==> src/rtl/multicycle_control_fsm.sv <==
// Moore sequencer for the multi-cycle MIPS-subset datapath.
// Define MCFSM_ADDI_EN to decode opcode 001000 (ADDI).
module multicycle_control_fsm (
    input  logic       clk,
    input  logic       reset,
    input  logic [5:0] opcode,
    input  logic       mem_ready,
    output logic       pcwrite,
    output logic       pcwritecond,
    output logic       iord,
    output logic       memread,
    output logic       memwrite,
    output logic       irwrite,
    output logic       memtoreg,
    output logic       regdist,
    output logic       regwrite,
    output logic       alusrca,
    output logic [1:0] alusrcb,
    output logic [1:0] aluop,
    output logic [1:0] pcsource,
    output logic       illegal_op,
    output logic [3:0] state
);

    typedef enum logic [3:0] {
        FETCH  = 4'd0,
        DECODE = 4'd1,
        MEMADR = 4'd2,
        MEMRD  = 4'd3,
        MEMWB  = 4'd4,
        MEMWR  = 4'd5,
        EXEC   = 4'd6,
        ALUWB  = 4'd7,
        BRANCH = 4'd8,
        JUMP   = 4'd9,
        ADDIEX = 4'd10,
        ADDIWB = 4'd11
    } state_t;

    localparam logic [5:0] OP_RTYPE = 6'b000000;
    localparam logic [5:0] OP_LW    = 6'b100011;
    localparam logic [5:0] OP_SW    = 6'b101011;
    localparam logic [5:0] OP_BEQ   = 6'b000100;
    localparam logic [5:0] OP_J     = 6'b000010;
    localparam logic [5:0] OP_ADDI  = 6'b001000;

    state_t cur;
    state_t nxt;

    always_ff @(posedge clk or posedge reset) begin
        if (reset)
            cur <= FETCH;
        else
            cur <= nxt;
    end

    assign state = cur;

    always_comb begin
        nxt         = FETCH;
        pcwrite     = 1'b0;
        pcwritecond = 1'b0;
        iord        = 1'b0;
        memread     = 1'b0;
        memwrite    = 1'b0;
        irwrite     = 1'b0;
        memtoreg    = 1'b0;
        regdist     = 1'b0;
        regwrite    = 1'b0;
        alusrca     = 1'b0;
        alusrcb     = 2'b00;
        aluop       = 2'b00;
        pcsource    = 2'b00;
        illegal_op  = 1'b0;
        case (cur)
            FETCH: begin
                memread = 1'b1;
                alusrcb = 2'b01;
                irwrite = mem_ready;
                pcwrite = mem_ready;
                nxt     = mem_ready ? DECODE : FETCH;
            end
            DECODE: begin
                alusrcb = 2'b11;
                case (opcode)
                    OP_RTYPE: nxt = EXEC;
                    OP_LW:    nxt = MEMADR;
                    OP_SW:    nxt = MEMADR;
                    OP_BEQ:   nxt = BRANCH;
                    OP_J:     nxt = JUMP;
`ifdef MCFSM_ADDI_EN
                    OP_ADDI:  nxt = ADDIEX;
`endif
                    default: begin
                        nxt        = FETCH;
                        illegal_op = 1'b1;
                    end
                endcase
            end
            MEMADR: begin
                alusrca = 1'b1;
                alusrcb = 2'b10;
                if (opcode == OP_LW)
                    nxt = MEMRD;
                else if (opcode == OP_SW)
                    nxt = MEMWR;
            end
            MEMRD: begin
                memread = 1'b1;
                iord    = 1'b1;
                nxt     = mem_ready ? MEMWB : MEMRD;
            end
            MEMWB: begin
                regwrite = 1'b1;
                memtoreg = 1'b1;
            end
            MEMWR: begin
                memwrite = 1'b1;
                iord     = 1'b1;
                nxt      = mem_ready ? FETCH : MEMWR;
            end
            EXEC: begin
                alusrca = 1'b1;
                aluop   = 2'b10;
                nxt     = ALUWB;
            end
            ALUWB: begin
                regwrite = 1'b1;
                regdist  = 1'b1;
            end
            BRANCH: begin
                alusrca     = 1'b1;
                aluop       = 2'b01;
                pcwritecond = 1'b1;
                pcsource    = 2'b01;
            end
            JUMP: begin
                pcwrite  = 1'b1;
                pcsource = 2'b10;
            end
`ifdef MCFSM_ADDI_EN
            ADDIEX: begin
                alusrca = 1'b1;
                alusrcb = 2'b10;
                nxt     = ADDIWB;
            end
            ADDIWB: begin
                regwrite = 1'b1;
            end
`endif
            // Unused encodings fall back to FETCH with all outputs low.
            default: nxt = FETCH;
        endcase
    end

endmodule

==> config.mk <==
export PLATFORM = sky130hd
export DESIGN_NAME = multicycle_control_fsm
export DESIGN_NICKNAME = d
export VERILOG_FILES = /design/src/rtl/multicycle_control_fsm.sv
export SDC_FILE = /design/constraint.sdc
export NUM_CORES = 1
export LEC_CHECK = 0
export BUFFER_PORTS_ARGS = -buffer_cell sky130_fd_sc_hd__buf_2
export CORE_UTILIZATION = 37
export DETAILED_ROUTE_END_ITERATION = 6
export PLACE_DENSITY = 0.8
export SYNTH_ARGS = -nofsm -noshare
export SYNTH_HDL_FRONTEND = slang
export SYNTH_SLANG_ARGS = --single-unit
==> constraint.sdc <==
create_clock -name clk -period 1.4 [get_ports clk]
set_input_delay 0.42 -clock clk [delete_from_list [all_inputs] [get_ports clk]]
set_output_delay 0.42 -clock clk [all_outputs]
set_load 0.01 [all_outputs]
# After elaboration in Yosys (flattened, before gate mapping)
# Index checks and enable logic that the tools add are counted.
[classes]
eq_ne = 13
muxes = 22
n_reduce_logical = 8
[op_table]
columns = ["operator", "count"]
rows = [
  ["one-hot mux 4 bit (6 select lines)", 1],
  ["equality test 4 x 3 -> 1 bit (second input constant)", 4],
  ["one-hot mux 4 bit (4 select lines)", 1],
  ["equality test 6 bit (second input constant)", 2],
  ["two-way mux 1 bit", 12],
  ["two-way mux 3 bit", 4],
  ["equality test 4 x 2 -> 1 bit (second input constant)", 2],
  ["equality test 4 bit (second input constant)", 2],
  ["one-hot mux 2 bit (2 select lines)", 2],
  ["OR reduction 2 bit", 4],
  ["equality test 6 x 2 -> 1 bit (second input constant)", 1],
  ["equality test 6 x 3 -> 1 bit (second input constant)", 1],
  ["logical NOT 6 bit", 1],
  ["one-hot mux 2 bit (3 select lines)", 1],
  ["OR reduction 5 bit", 1],
  ["equality test 4 x 1 -> 1 bit (second input constant)", 1],
  ["logical NOT 4 bit", 1],
  ["OR reduction 3 bit", 1],
  ["one-hot mux 1 bit (2 select lines)", 1],
]
[totals]
input_bits = 9
output_inout_bits = 21
reg_bits = 4
elab_cells = 44

# Logic depth before layout (Yosys ltp)
[depth]
ltp_word = 4
mapped_depth = 5
mapped_depth_nobuf = 3

# Least setup slack after synthesis
# Ideal clock, no wire load.
[synth_timing]
path_kind = "register -> output"
startpoint = "reg cur[3] (netlist: state[3])"
endpoint = "out regwrite"
stages_incl_launch_ff = 5
t_arrival_ps = 1306
required_time_ps = 980
n_path_buf = 1
slack_ps = -326
cell_sequence = "dfrtp_1 > buf_2 > or2b_1 > nor3_1 > or2_2"
[synth_between]
elab_chain_len = 3
word_cells_on_any_way = 4
classes_between = "2 x eq/ne; 1 x mux; 1 x reduce/logical"
[synth_rtl]
columns = ["item", "line", "rtl"]
rows = [
  ["start, declared", "47", "state_t cur;"],
  ["start signal, assigned", "54", "cur <= nxt;"],
  ["equality test 4 x 3 -> 1 bit", "75", "case (cur)"],
  ["OR reduction 2 bit (no source line) *", "-", ""],
  ["two-way mux 1 bit *", "75", ""],
  ["end, declared", "16", "output logic regwrite,"],
]
# Mark *: on every way between the ends. The rest lies on a longest branch, timed or not.

# Worst setup path after layout
# Same ends and word-level chain as after synthesis.

==> impl_metrics.csv <==
group,metric,value,unit
status,status,"finished with violations",
status,failed_checks,"negative setup slack",
cells_and_area,final_common_cell,"buf_2",
place,dp_slack,-0.353,ns
synthesis,yosysTopAreaCell,"dfrtp_1",
grt,grt_max_degree,9,
routing,wl_met2,1.00,mm
synthesis,synth_seq_cells,4,
synthesis,yosysSeqAreaShare,0.195,
synthesis,yosys_warnings,0,
cells_and_area,area_delta_synth_final,112,%
worst_setup_path,cp_max_fo,8,
grt,grt_first_pass_wirelength,2.45,mm
synthesis,synth_ff_type,"dfrtp_1",
synthesis,synth_nets,78,
sta,rsz0062_at_grt,"yes",
pwr,vdd_ir_drop_max,1200,uV
worst_setup_path,rr_startpoint,"state[2]",
synthesis,yosys-top-cells-area,"dfrtp_1 (20%), nor2_1 (5.9%), and3_1 (4.9%)",
cells_and_area,layout.cells.most_common_list,"buf_2 (24), buf_4 (20), buf_6 (13)",
sta,setup_violations,18,
sta,fin_skew,0.00472,ns
sta,timing.fmax,552,MHz
worst_setup_path,cpMaxStageDelayCell,"dfrtp_2",
floorplan,die_y,39.2,um
worst_setup_path,r2r-end,"state[2]",
worst_setup_path,cp.required,0.98,ns
worst_setup_path,cp_top_family,"simple AND/OR/NAND/NOR gates",
cts,htreeDepth,1,
grt,grt_usage,0.236,
cts,clock_path_buffers,2,
cells_and_area,drive_above_1_share,0.724,
worst_setup_path,rrSetupSlack,-0.12,ns
pwr,leakagePower,0.517,nW
grt,grt_overflow,0,
cts,cts_sinks,4,
synthesis,synth_edf_count,0,
cts,clk_pin_slew,0.04,ns
routing,first_pass_iters,4,
synthesis,synth_cell_type_count,32,
synthesis,synth_cells,69,
synthesis,syn_area,513,um^2
worst_setup_path,path_class,"reg -> out",
floorplan,coreArea,1300,um^2
sta,max_slew.worst_pin.slew,0.291,ns
floorplan,rows,13,
sta,fin_crit_sh,1.29,
routing,ant_nets,0,
cells_and_area,largest_reg_flops,4,
min_path,hold_path.class,"in -> async",
floorplan,num_io_pins,30,
routing,wl,1.75,mm
worst_setup_path,worstPathArrival,1.39,ns
grt,antenna_found_initial,0,
sta,fin_hold_ws,0.0537,ns
routing,vias,713,
cells_and_area,finalNetCount,134,
cts,cts_tree,"done",
cts,cts_root_buf,"clkbuf_4",
worst_setup_path,crit_path_end_kind,"output pin",
sta,hold_violations,0,
routing,top_layer,"met3",
cts,ctsHoldBuffers,0,
worst_setup_path,worst-r2r-cell-count,5,
pwr,power.total,1.71,mW
sta,fin_ws,-0.411,ns
worst_setup_path,critical_path.max_stage_delay,0.48,ns
cells_and_area,antennaDiodeCount,0,
synthesis,async_flop_share,1.00,
worst_setup_path,crit_start,"state[3]",
floorplan,die_x,39.2,um
sta,maxSlewViolCount,0,
floorplan,fp.dieArea,1540,um^2
place,gp_congestion,0.805,
routing,wl_met3,59,um
worst_setup_path,cp-start-kind,"flop",
worst_setup_path,crit_buf_inv,1,
floorplan,start_util,0.394,
job,timing.max_cap.violations,0,
worst_setup_path,crit_path_end,"regwrite",
routing,wl_per_cell,12.7,um
place,dp_hpwl,1.28,mm
worst_setup_path,path_depth,4,
sta,max-slew-margin-rel,0.803,
sta,period_minus_slack,1.81,ns
routing,viasPerCell,5.17,
routing,drc_errors,0,
cts,clk_latency,0.24,ns
worst_setup_path,path_cells,"or2b_1 > nor3_4 > or2_4 > buf_6",
routing,m1WireLength,692,um
place,portBuffers,29,
grt,first_global_vias,615,
routing,drt_iter0_drc,9,
synthesis,synth_top_area_share,0.195,
synthesis,avgSynthCellArea,7.43,um^2
pwr,power_per_cell_area,1580,nW/um^2
cts,cts_made_buffers,3,
[synthesized netlist by cell type (2+ instances only)]
library cell  number
or2_2              2
nand3_1            2
nor2_1             8
buf_2              3
nor3_1             5
a21oi_1            2
xnor2_1            2
dfrtp_1            4
nor3b_1            2
o211ai_1           2
nand2_1            2
inv_1              2
nand2b_1           4
buf_4              2
a21boi_0           2
nor2b_1            4
nor4_1             2
and3_1             4
nand4_1            2
[routing by layer]
layer	vias to the layer above	track usage
li1	360	-
met1	332	0.245
met4	0	0.0517
met5	-	0
met2	21	0.467
met3	0	0.0520
[where the power goes]
group / switching (mW) / total (mW) / internal [mW]
Clock: 0.0459 / 0.142 / 0.0958
Combinational: 0.554 / 1.34 / 0.790
Sequential: 0.0768 / 0.228 / 0.151
Total: 0.677 / 1.71 / 1.04
[worst register-to-register path, cell delays in order (launching register included)]
cell      delay (ns)
dfrtp_2         0.47
buf_6           0.16
buf_6           0.12
or3b_1          0.34
a311o_1         0.29
o211ai_2        0.07
[final cells by class]
type | instances | area (um^2)
clock buffer | 3 | 22.5
tap | 15 | 18.8
inverter | 2 | 7.51
fill | 74 | 215
multi-input combinational | 57 | 515
sequential | 4 | 105
timing repair buffer | 57 | 417
[worst min-delay path by stage]
| stage | startpoint | end | slack, ns | cells past startpoint |
|---|---|---|---|---|
| final | reset | state[2] | 0.05 | 2 |
| after global routing | reset | state[1] | 0.07 | 2 |
| after CTS | reset | state[2] | 0.05 | 2 |
| after detailed placement | reset | state[2] | 0.30 | 2 |
| after global placement | reset | state[3] | 0.30 | 2 |
| after floorplan | reset | state[0] | 0.19 | 1 |
[through the flow]
step / TNS, ns / instance area (um^2) / util / std cells
detailed placement: -2.88 / 917 / 0.705 / 130
global route: -6.93 / 1090 / 0.835 / 138
floorplan: -1.01 / 634 / - / 69
global placement: -2.53 / 917 / 0.705 / 130
CTS: -5.89 / 1030 / 0.789 / 137
finish: -5.84 / 1090 / 0.835 / 138
[what timing repair did]
item,in CTS,in global routing
setup buffers,4,2
endpoints found under the setup margin,21,21
pin swaps,7,3
gates resized for setup,15,12
[cell families after synthesis]
group	synth area share
AOI/OAI and AO/OA	0.198
xor gates and xnor gates	0.0342
buffers and inverters	0.0951
DFF	0.195
and+or+nand+nor	0.478
(Power assumes the default switching activity.)
